### src/rtl/regfile_write_scheduler.sv
// Arbitrates the single register-file write port between the ALU and the load unit
// and tracks per-register busy bits for issue hazards. Optional: REGFILE_WB_BYPASS_EN.
module regfile_write_scheduler #(
  parameter int REG_ADDR_W = 5,
  parameter int VALUE_W    = 32,
  parameter int STARVE_MAX = 3
) (
  input  logic                  clock,
  input  logic                  reset,
  input  logic                  i_alu_valid,
  input  logic [REG_ADDR_W-1:0] i_alu_rd,
  input  logic [VALUE_W-1:0]    i_alu_data,
  output logic                  o_alu_ready,
  input  logic                  i_ld_valid,
  input  logic [REG_ADDR_W-1:0] i_ld_rd,
  input  logic [VALUE_W-1:0]    i_ld_data,
  output logic                  o_ld_ready,
  input  logic                  i_issue_valid,
  input  logic [REG_ADDR_W-1:0] i_issue_rs1,
  input  logic [REG_ADDR_W-1:0] i_issue_rs2,
  input  logic [REG_ADDR_W-1:0] i_issue_rd,
  input  logic                  i_issue_writes,
  output logic                  o_issue_stall,
  output logic [REG_ADDR_W-1:0] o_rf_rd,
  output logic [VALUE_W-1:0]    o_rf_writeData,
  output logic                  o_rf_RegWrite
);

  localparam int NREG = 1 << REG_ADDR_W;
  localparam int SW   = $clog2(STARVE_MAX + 1);
  localparam logic [SW-1:0] STARVE_LIMIT = SW'(STARVE_MAX);

  logic [NREG-1:0]       r_busy;
  logic [SW-1:0]         r_starve;
  logic                  w_alu_req;
  logic                  w_ld_req;
  logic                  w_grant_alu;
  logic                  w_grant_ld;
  logic                  w_grant;
  logic [REG_ADDR_W-1:0] w_grant_rd;
  logic [VALUE_W-1:0]    w_grant_data;
  logic [NREG-1:0]       w_clr_mask;
  logic [NREG-1:0]       w_set_mask;
  logic [NREG-1:0]       w_src_busy;

  // Writes to x0 are accepted outright and never compete for the port.
  assign w_alu_req    = i_alu_valid && (i_alu_rd != '0);
  assign w_ld_req     = i_ld_valid && (i_ld_rd != '0);
  assign w_grant_alu  = w_alu_req && (!w_ld_req || (r_starve == STARVE_LIMIT));
  assign w_grant_ld   = w_ld_req && !w_grant_alu;
  assign w_grant      = w_grant_alu || w_grant_ld;
  assign w_grant_rd   = w_grant_alu ? i_alu_rd : i_ld_rd;
  assign w_grant_data = w_grant_alu ? i_alu_data : i_ld_data;

  assign o_alu_ready = i_alu_valid && ((i_alu_rd == '0) || w_grant_alu);
  assign o_ld_ready  = i_ld_valid && ((i_ld_rd == '0) || w_grant_ld);

  always_comb begin
    w_clr_mask = '0;
    if (w_grant) w_clr_mask[w_grant_rd] = 1'b1;
  end

`ifdef REGFILE_WB_BYPASS_EN
  // A source being written this cycle is readable by the time the issued op reads it.
  assign w_src_busy = r_busy & ~w_clr_mask;
`else
  assign w_src_busy = r_busy;
`endif

  assign o_issue_stall = i_issue_valid &&
                         (w_src_busy[i_issue_rs1] || w_src_busy[i_issue_rs2] ||
                          (i_issue_writes && r_busy[i_issue_rd]));

  always_comb begin
    w_set_mask = '0;
    if (i_issue_valid && !o_issue_stall && i_issue_writes && (i_issue_rd != '0))
      w_set_mask[i_issue_rd] = 1'b1;
  end

  // Set has priority over clear so a fresh producer keeps the register busy.
  generate
    for (genvar gi = 0; gi < NREG; gi++) begin : g_busy
      if (gi == 0) begin : g_zero
        assign r_busy[gi] = 1'b0;
      end else begin : g_bit
        always_ff @(posedge clock or negedge reset) begin
          if (!reset)                r_busy[gi] <= 1'b0;
          else if (w_set_mask[gi])   r_busy[gi] <= 1'b1;
          else if (w_clr_mask[gi])   r_busy[gi] <= 1'b0;
        end
      end
    end
  endgenerate

  always_ff @(posedge clock or negedge reset) begin
    if (!reset) begin
      r_starve <= '0;
    end else if (w_grant_alu) begin
      r_starve <= '0;
    end else if (w_alu_req && (r_starve != STARVE_LIMIT)) begin
      r_starve <= r_starve + 1'b1;
    end
  end

  always_ff @(posedge clock or negedge reset) begin
    if (!reset) begin
      o_rf_RegWrite  <= 1'b0;
      o_rf_rd        <= '0;
      o_rf_writeData <= '0;
    end else begin
      o_rf_RegWrite <= w_grant;
      if (w_grant) begin
        o_rf_rd        <= w_grant_rd;
        o_rf_writeData <= w_grant_data;
      end
    end
  end

endmodule

### config.mk
export PLATFORM = sky130hd
export DESIGN_NAME = regfile_write_scheduler
export DESIGN_NICKNAME = d
export VERILOG_FILES = /design/src/rtl/regfile_write_scheduler.sv
export SDC_FILE = /design/constraint.sdc
export NUM_CORES = 1
export LEC_CHECK = 0
export CAP_MARGIN = 10
export CORE_MARGIN = 3
export CORE_UTILIZATION = 43
export CTS_CLUSTER_DIAMETER = 40
export DETAILED_ROUTE_END_ITERATION = 8
export PLACE_DENSITY = 0.76
export SLEW_MARGIN = 20
export SYNTH_ARGS = -nofsm -noshare
export SYNTH_HDL_FRONTEND = slang
export SYNTH_SLANG_ARGS = --single-unit
### constraint.sdc
create_clock -name clock -period 2.73 [get_ports clock]
set_input_delay 0.546 -clock clock [delete_from_list [all_inputs] [get_ports clock]]
set_output_delay 0.546 -clock clock [all_outputs]
set_load 0.1 [all_outputs]
; ---- Yosys cells after proc, flatten, opt, wreduce, memory -nomap -nowiden
; Index checks and enable logic that the tools add are counted.
[classes]
n_addsub = 1
mul = 0
div = 0
magnitude_cmp = 6
eq_ne = 2
n_shift = 0
n_mux = 78
n_bitwise = 0
reduce_logical = 60
[ops]
columns = op, count
row1 = $mux 32, 3
row2 = $mux 1, 67
row3 = $reduce_bool 2->1, 32
row4 = $lt 5x6->1 const B, 4
row5 = $bmux 1 s5, 3
row6 = $reduce_bool 5->1, 3
row7 = $logic_and 1x1->1, 14
row8 = $demux 1 s5, 2
row9 = $ge 5x1->1 const B, 2
row10 = $logic_not 5->1, 2
row11 = $logic_or 1x1->1, 6
row12 = $mux 5, 1
row13 = $mux 2, 2
row14 = $logic_not 1->1, 3
row15 = $add 2x1->2 const B, 1
row16 = $eq 2x2->1 const B, 1
row17 = $ne 2x2->1 const B, 1
[word_totals]
regBits = 71
latchBits = 0
ramBits = 0
romBits = 0
inputBits = 95
out_inout_bits = 41
wordCells = 182
memories = 0

; ---- Depth between registers and ports, before layout
[depth]
depth_word = 13
depth_mapped = 9
ltp_nobuf = 6

; ---- Least setup slack after synthesis
; OpenSTA, ideal clock, no wires.
[synth_path]
kind = input -> output
from = input i_ld_rd[0]
to = output o_ld_ready
t_arrival_ps = 3303
t_required_ps = 2184
setup_slack_ps = -1119
stages = 7
path_buffers = 3
path_cell_list = clkbuf_1 nor4_2 a211oi_2 nor2_1 buf_2 buf_2 a21oi_1
[synth_via]
elab_chain_len = 9
word_cells_on_any_way = 10
cone_classes = 10 x reduce/logical
[synth_rtl]
columns = element, line
row1 = start: declaration, 15  ; input logic [REG_ADDR_W-1:0] i_ld_rd,
row2 = $reduce_bool 5->1, 48  ; assign w_ld_req = i_ld_valid && (i_ld_rd != '0);
row3 = $logic_and 1x1->1, 48
row4 = $logic_not 1->1, 49  ; assign w_grant_alu = w_alu_req && (!w_ld_req || (r_starve == STARVE_LIMIT));
row5 = $logic_or 1x1->1, 49
row6 = $logic_and 1x1->1, 49
row7 = $logic_not 1->1, 50  ; assign w_grant_ld = w_ld_req && !w_grant_alu;
row8 = $logic_and 1x1->1, 50
row9 = $logic_or 1x1->1 *, 56  ; assign o_ld_ready = i_ld_valid && ((i_ld_rd == '0) || w_grant_ld);
row10 = $logic_and 1x1->1 *, 56
row11 = end: declaration, 17  ; output logic o_ld_ready,
; Every way passes the cells marked *; elsewhere a longest branch is shown, timed or not.

; ---- Worst setup path after layout
[layout_path]
from = input i_issue_rd[0]
to = output o_issue_stall
[layout_via]
elab_chain_len = 5
[layout_rtl]
columns = element, line
row1 = start: declaration, 21  ; input logic [REG_ADDR_W-1:0] i_issue_rd,
row2 = $bmux 1 s5, 72  ; (i_issue_writes && r_busy[i_issue_rd]));
row3 = $mux 1 (not written as such), 72
row4 = $logic_and 1x1->1, 72
row5 = $logic_or 1x1->1, 71  ; (w_src_busy[i_issue_rs1] || w_src_busy[i_issue_rs2] ||
row6 = $logic_and 1x1->1, 70  ; assign o_issue_stall = i_issue_valid &&
row7 = end: declaration, 23  ; output logic o_issue_stall,
; No other way between the ends. The select of a mux whose other input is x is not followed.

==> metrics <==
internal power=~2.2 mW; CTS clk-pin slew, worst paths=roughly 0.070 ns; CP peak stage delay=between 0.3 and 0.4 ns; P&R area growth vs syn=51.8%; Area contributors post-synth=dfrtp_1 (41%), nand2_1 (9.9%), mux4_2 (8.8%), a22oi_1 (6.0%), o31ai_1 (5.9%); beginning of the critical path=i_issue_rd[0]; worst-path cell chain=buf_8 -> buf_6 -> buf_4 -> mux2_1 -> a22oi_2 -> a21oi_2 -> o41ai_4 -> and2_4 -> a21boi_4 -> buf_12; status=finished with violations; compound-cell area share of the yosys netlist=24.9%; Max clock buf depth=2; largest family of logic cells by synthesized area=compound AO/OA/AOI/OAI gates; EDFF count, synth=0; crit path DAT=2.37 ns; Setup Skew=roughly 0.011 ns; PortBufs=around 140; nets=747; violations in the final reports=negative setup slack; cells after synthesis=around 450; Worst Reg-to-Reg Cells=6; fill cell count=816; hpwl dp=11,100 um; sequential-to-total area share from yosys stat=between 40% and 50%; Power Total=about 3.7 mW; Design Area, Final=approximately 6600 um2; I/O pin count=about 140; crit-path max FO=7; Synth Flop Type=dfrtp_1; setup violators final=1; Buf/Inv on CP=4; combinational share of power=about 41%; fin worst setup slack=-0.191 ns; synth warn=0; leakage power=~3.0 nW; CP Class=primary input to output pin; sequential power share=36.1%; Avg WL per Cell=~19 um; Commonest cells post-synth=nand2_1 (115), dfrtp_1 (71), a22oi_1 (35), o31ai_1 (34), o21ai_1 (20); count leader, synth=nand2_1; clk root buf=clkbuf_8; reg-to-reg endpoint=r_busy[11]$_DFFE_PN0P_; HP Class=primary input to async pin; Die Height=between 100 and 150 um; clock share of power=22.5%; htree depth=3; DR vias=4,578; Final period util=107%; Max Fclk=~0.34 GHz; Post-Synth Simple-Gate Area=roughly 16%; multi-input combinational cell area=about 2500 um2; maxcap violations=0; TritonRoute pass-1 iters=5; worst reg2reg path startpoint=r_busy[19]$_DFFE_PN0P_; Clock Sink Count=a little over 70; TritonCTS clock tree=done; top-area cell type share of the netlist area=roughly two fifths; CP Launch Type=primary input; XOR/XNOR share of the synthesized area=0%; Yosys top cell by area=dfrtp_1; Crit-path slowest cell=mux2_1; CP required=2.18 ns; ANT cells=0; r2r setup slk=between 0.3 and 0.4 ns; row count=36; RD Place Congestion=approximately 0.96; Max-slew headroom=39.0%; RSZ-0062 raised after global routing=yes; via count of the first global-routing pass=4,725; Sw Ratio=approximately 41%; Synth Register Bits=71; # DRC=0; Synth cell types=54; Slew Limit Fails=0; layout cells sized above 1=28.0%; clk_lat worst skew=0.34 ns; Slew @ Worst Pin=0.915 ns; initial antenna violation count=0; Post-Syn Area per Cell=about 9.6 um2; Syn Std Cell Area=about 4300 um2; GR Overflow Total=0; first-pass GRT wire length=roughly 24,000 um; Post-Synth Adder-Cell Area=less than 1%; pin count of the biggest net entering global routing=72; Post-DRT Antenna Nets=0; CP top delay family=compound AO/OA/AOI/OAI gates; post-synthesis mux area share=13.2%; Die W=between 100 and 150 um; Hold Vio Cnt, Final=0; core area=a little under 10,000 um2; hold-fix buffer count after cts=0; post-layout min period=2.92 ns; Global Route Usage Sum=roughly a quarter; PwrDens=564 nW/um2; vias per cell=5.80; maximum vdd drop=approximately 0.39 mV; Psw=between 1.5 and 2 mW; Placement Cell Area=~6300 um2; Num CTS Buffers=9; Starting Density=between 40% and 50%; Register Area=around 1800 um2; crit end category=output pin; syn nets=550; Routed WL=14,800 um; initial drt markers=~330; Die ar.=around 11,000 um2; FFs w/ async S/R, synth=100%
## cell families after synthesis
| logic type | Yosys count |
|---|---|
| and+or+nand+nor | 159 |
| AOI/OAI and AO/OA | 149 |
| DFF | 71 |
| buffers and inverters | 39 |
| muxes | 35 |
| adders and majority gates | 1 |
## cells in the final DEF (no fill, tap or decap), types with 5 or more instances in the layout
master	instances
dlygate4sd2_1	8
buf_4	113
nor2_1	8
inv_1	8
a21oi_1	9
mux2i_1	9
o21ai_0	7
buf_12	6
clkdlybuf4s50_1	82
mux2_1	7
clkbuf_8	9
nor3b_1	5
nand3_1	6
o31ai_1	34
a22oi_1	34
dfrtp_1	71
mux4_2	17
nand2_1	114
o21ai_1	20
## power groups by stage
stage	clock network [mW]	logic, mW	registers (mW)
global placement	0	1.48	1.35
finish	0.838	1.54	1.34
floorplan	0	0.529	1.78
detailed placement	0	1.51	1.36
global route	0.890	1.63	1.35
CTS	0.848	1.53	1.34
## flip-flops by register name, summed over array words and instances, names as in the netlist
name	count
o_rf_writeData	32
o_rf_RegWrite	1
r_starve	2
r_busy	31
o_rf_rd	5
## worst max path at each step
stage                          endpoint  slack (ns)  cells past startpoint
after floorplan           o_issue_stall       -0.08                      7
after detailed placement  o_issue_stall       -0.70                     10
final                     o_issue_stall       -0.19                     10
after global placement    o_issue_stall       -0.62                      8
after CTS                 o_issue_stall       -0.15                      8
after global routing      o_issue_stall       -0.25                     10
## layer usage
metal	part of all wire, %	global-route usage [%]	vias up	wire [um]
li1	-	-	2107	-
met1	39	31.7	2161	5690
met2	49	45.3	279	7270
met3	9.7	7.22	31	1440
met4	2.4	8.22	0	354
met5	0	0	-	0
## stage by stage
stage                     util (%)  TNS (ns)  setup slack [ns]  cells  hold slack, ns
final                         67.2    -0.191            -0.191    789           0.417
after global routing          67.2    -0.250            -0.250    789           0.497
after CTS                     67.0    -0.147            -0.147    789           0.447
after detailed placement      63.9    -14.20            -0.700    765           0.459
after global placement        63.9    -10.97            -0.619    765           0.453
after floorplan                  -    -0.142           -0.0778    454           0.250
## layout make-up
cell class | count | share of cell area [%]
Clock buffer | 10 | 1.93
Tap cell | 133 | 2.52
Sequential cell | 71 | 26.9
Inverter | 9 | 0.512
Timing Repair Buffer | 216 | 29.5
Multi-Input combinational cell | 344 | 37.5
Clock inverter | 6 | 1.06
## what timing repair did
| action | CTS | global route |
|---|---|---|
| setup buffers | 7 | 0 |
| cloned | 1 | 0 |
| pin swaps | 7 | 1 |
| setup endpoints to repair | 29 | 4 |
| gates resized for setup | 31 | 4 |
## worst reg2reg max path, stage by stage (launching register included)
cell and delay (ns):
dfrtp_1 0.43, mux4_2 0.49, a22o_1 0.26, o41ai_4 0.38
buf_4 0.18, nand2_4 0.18, o31ai_1 0.35
(Power assumes the default switching activity.)
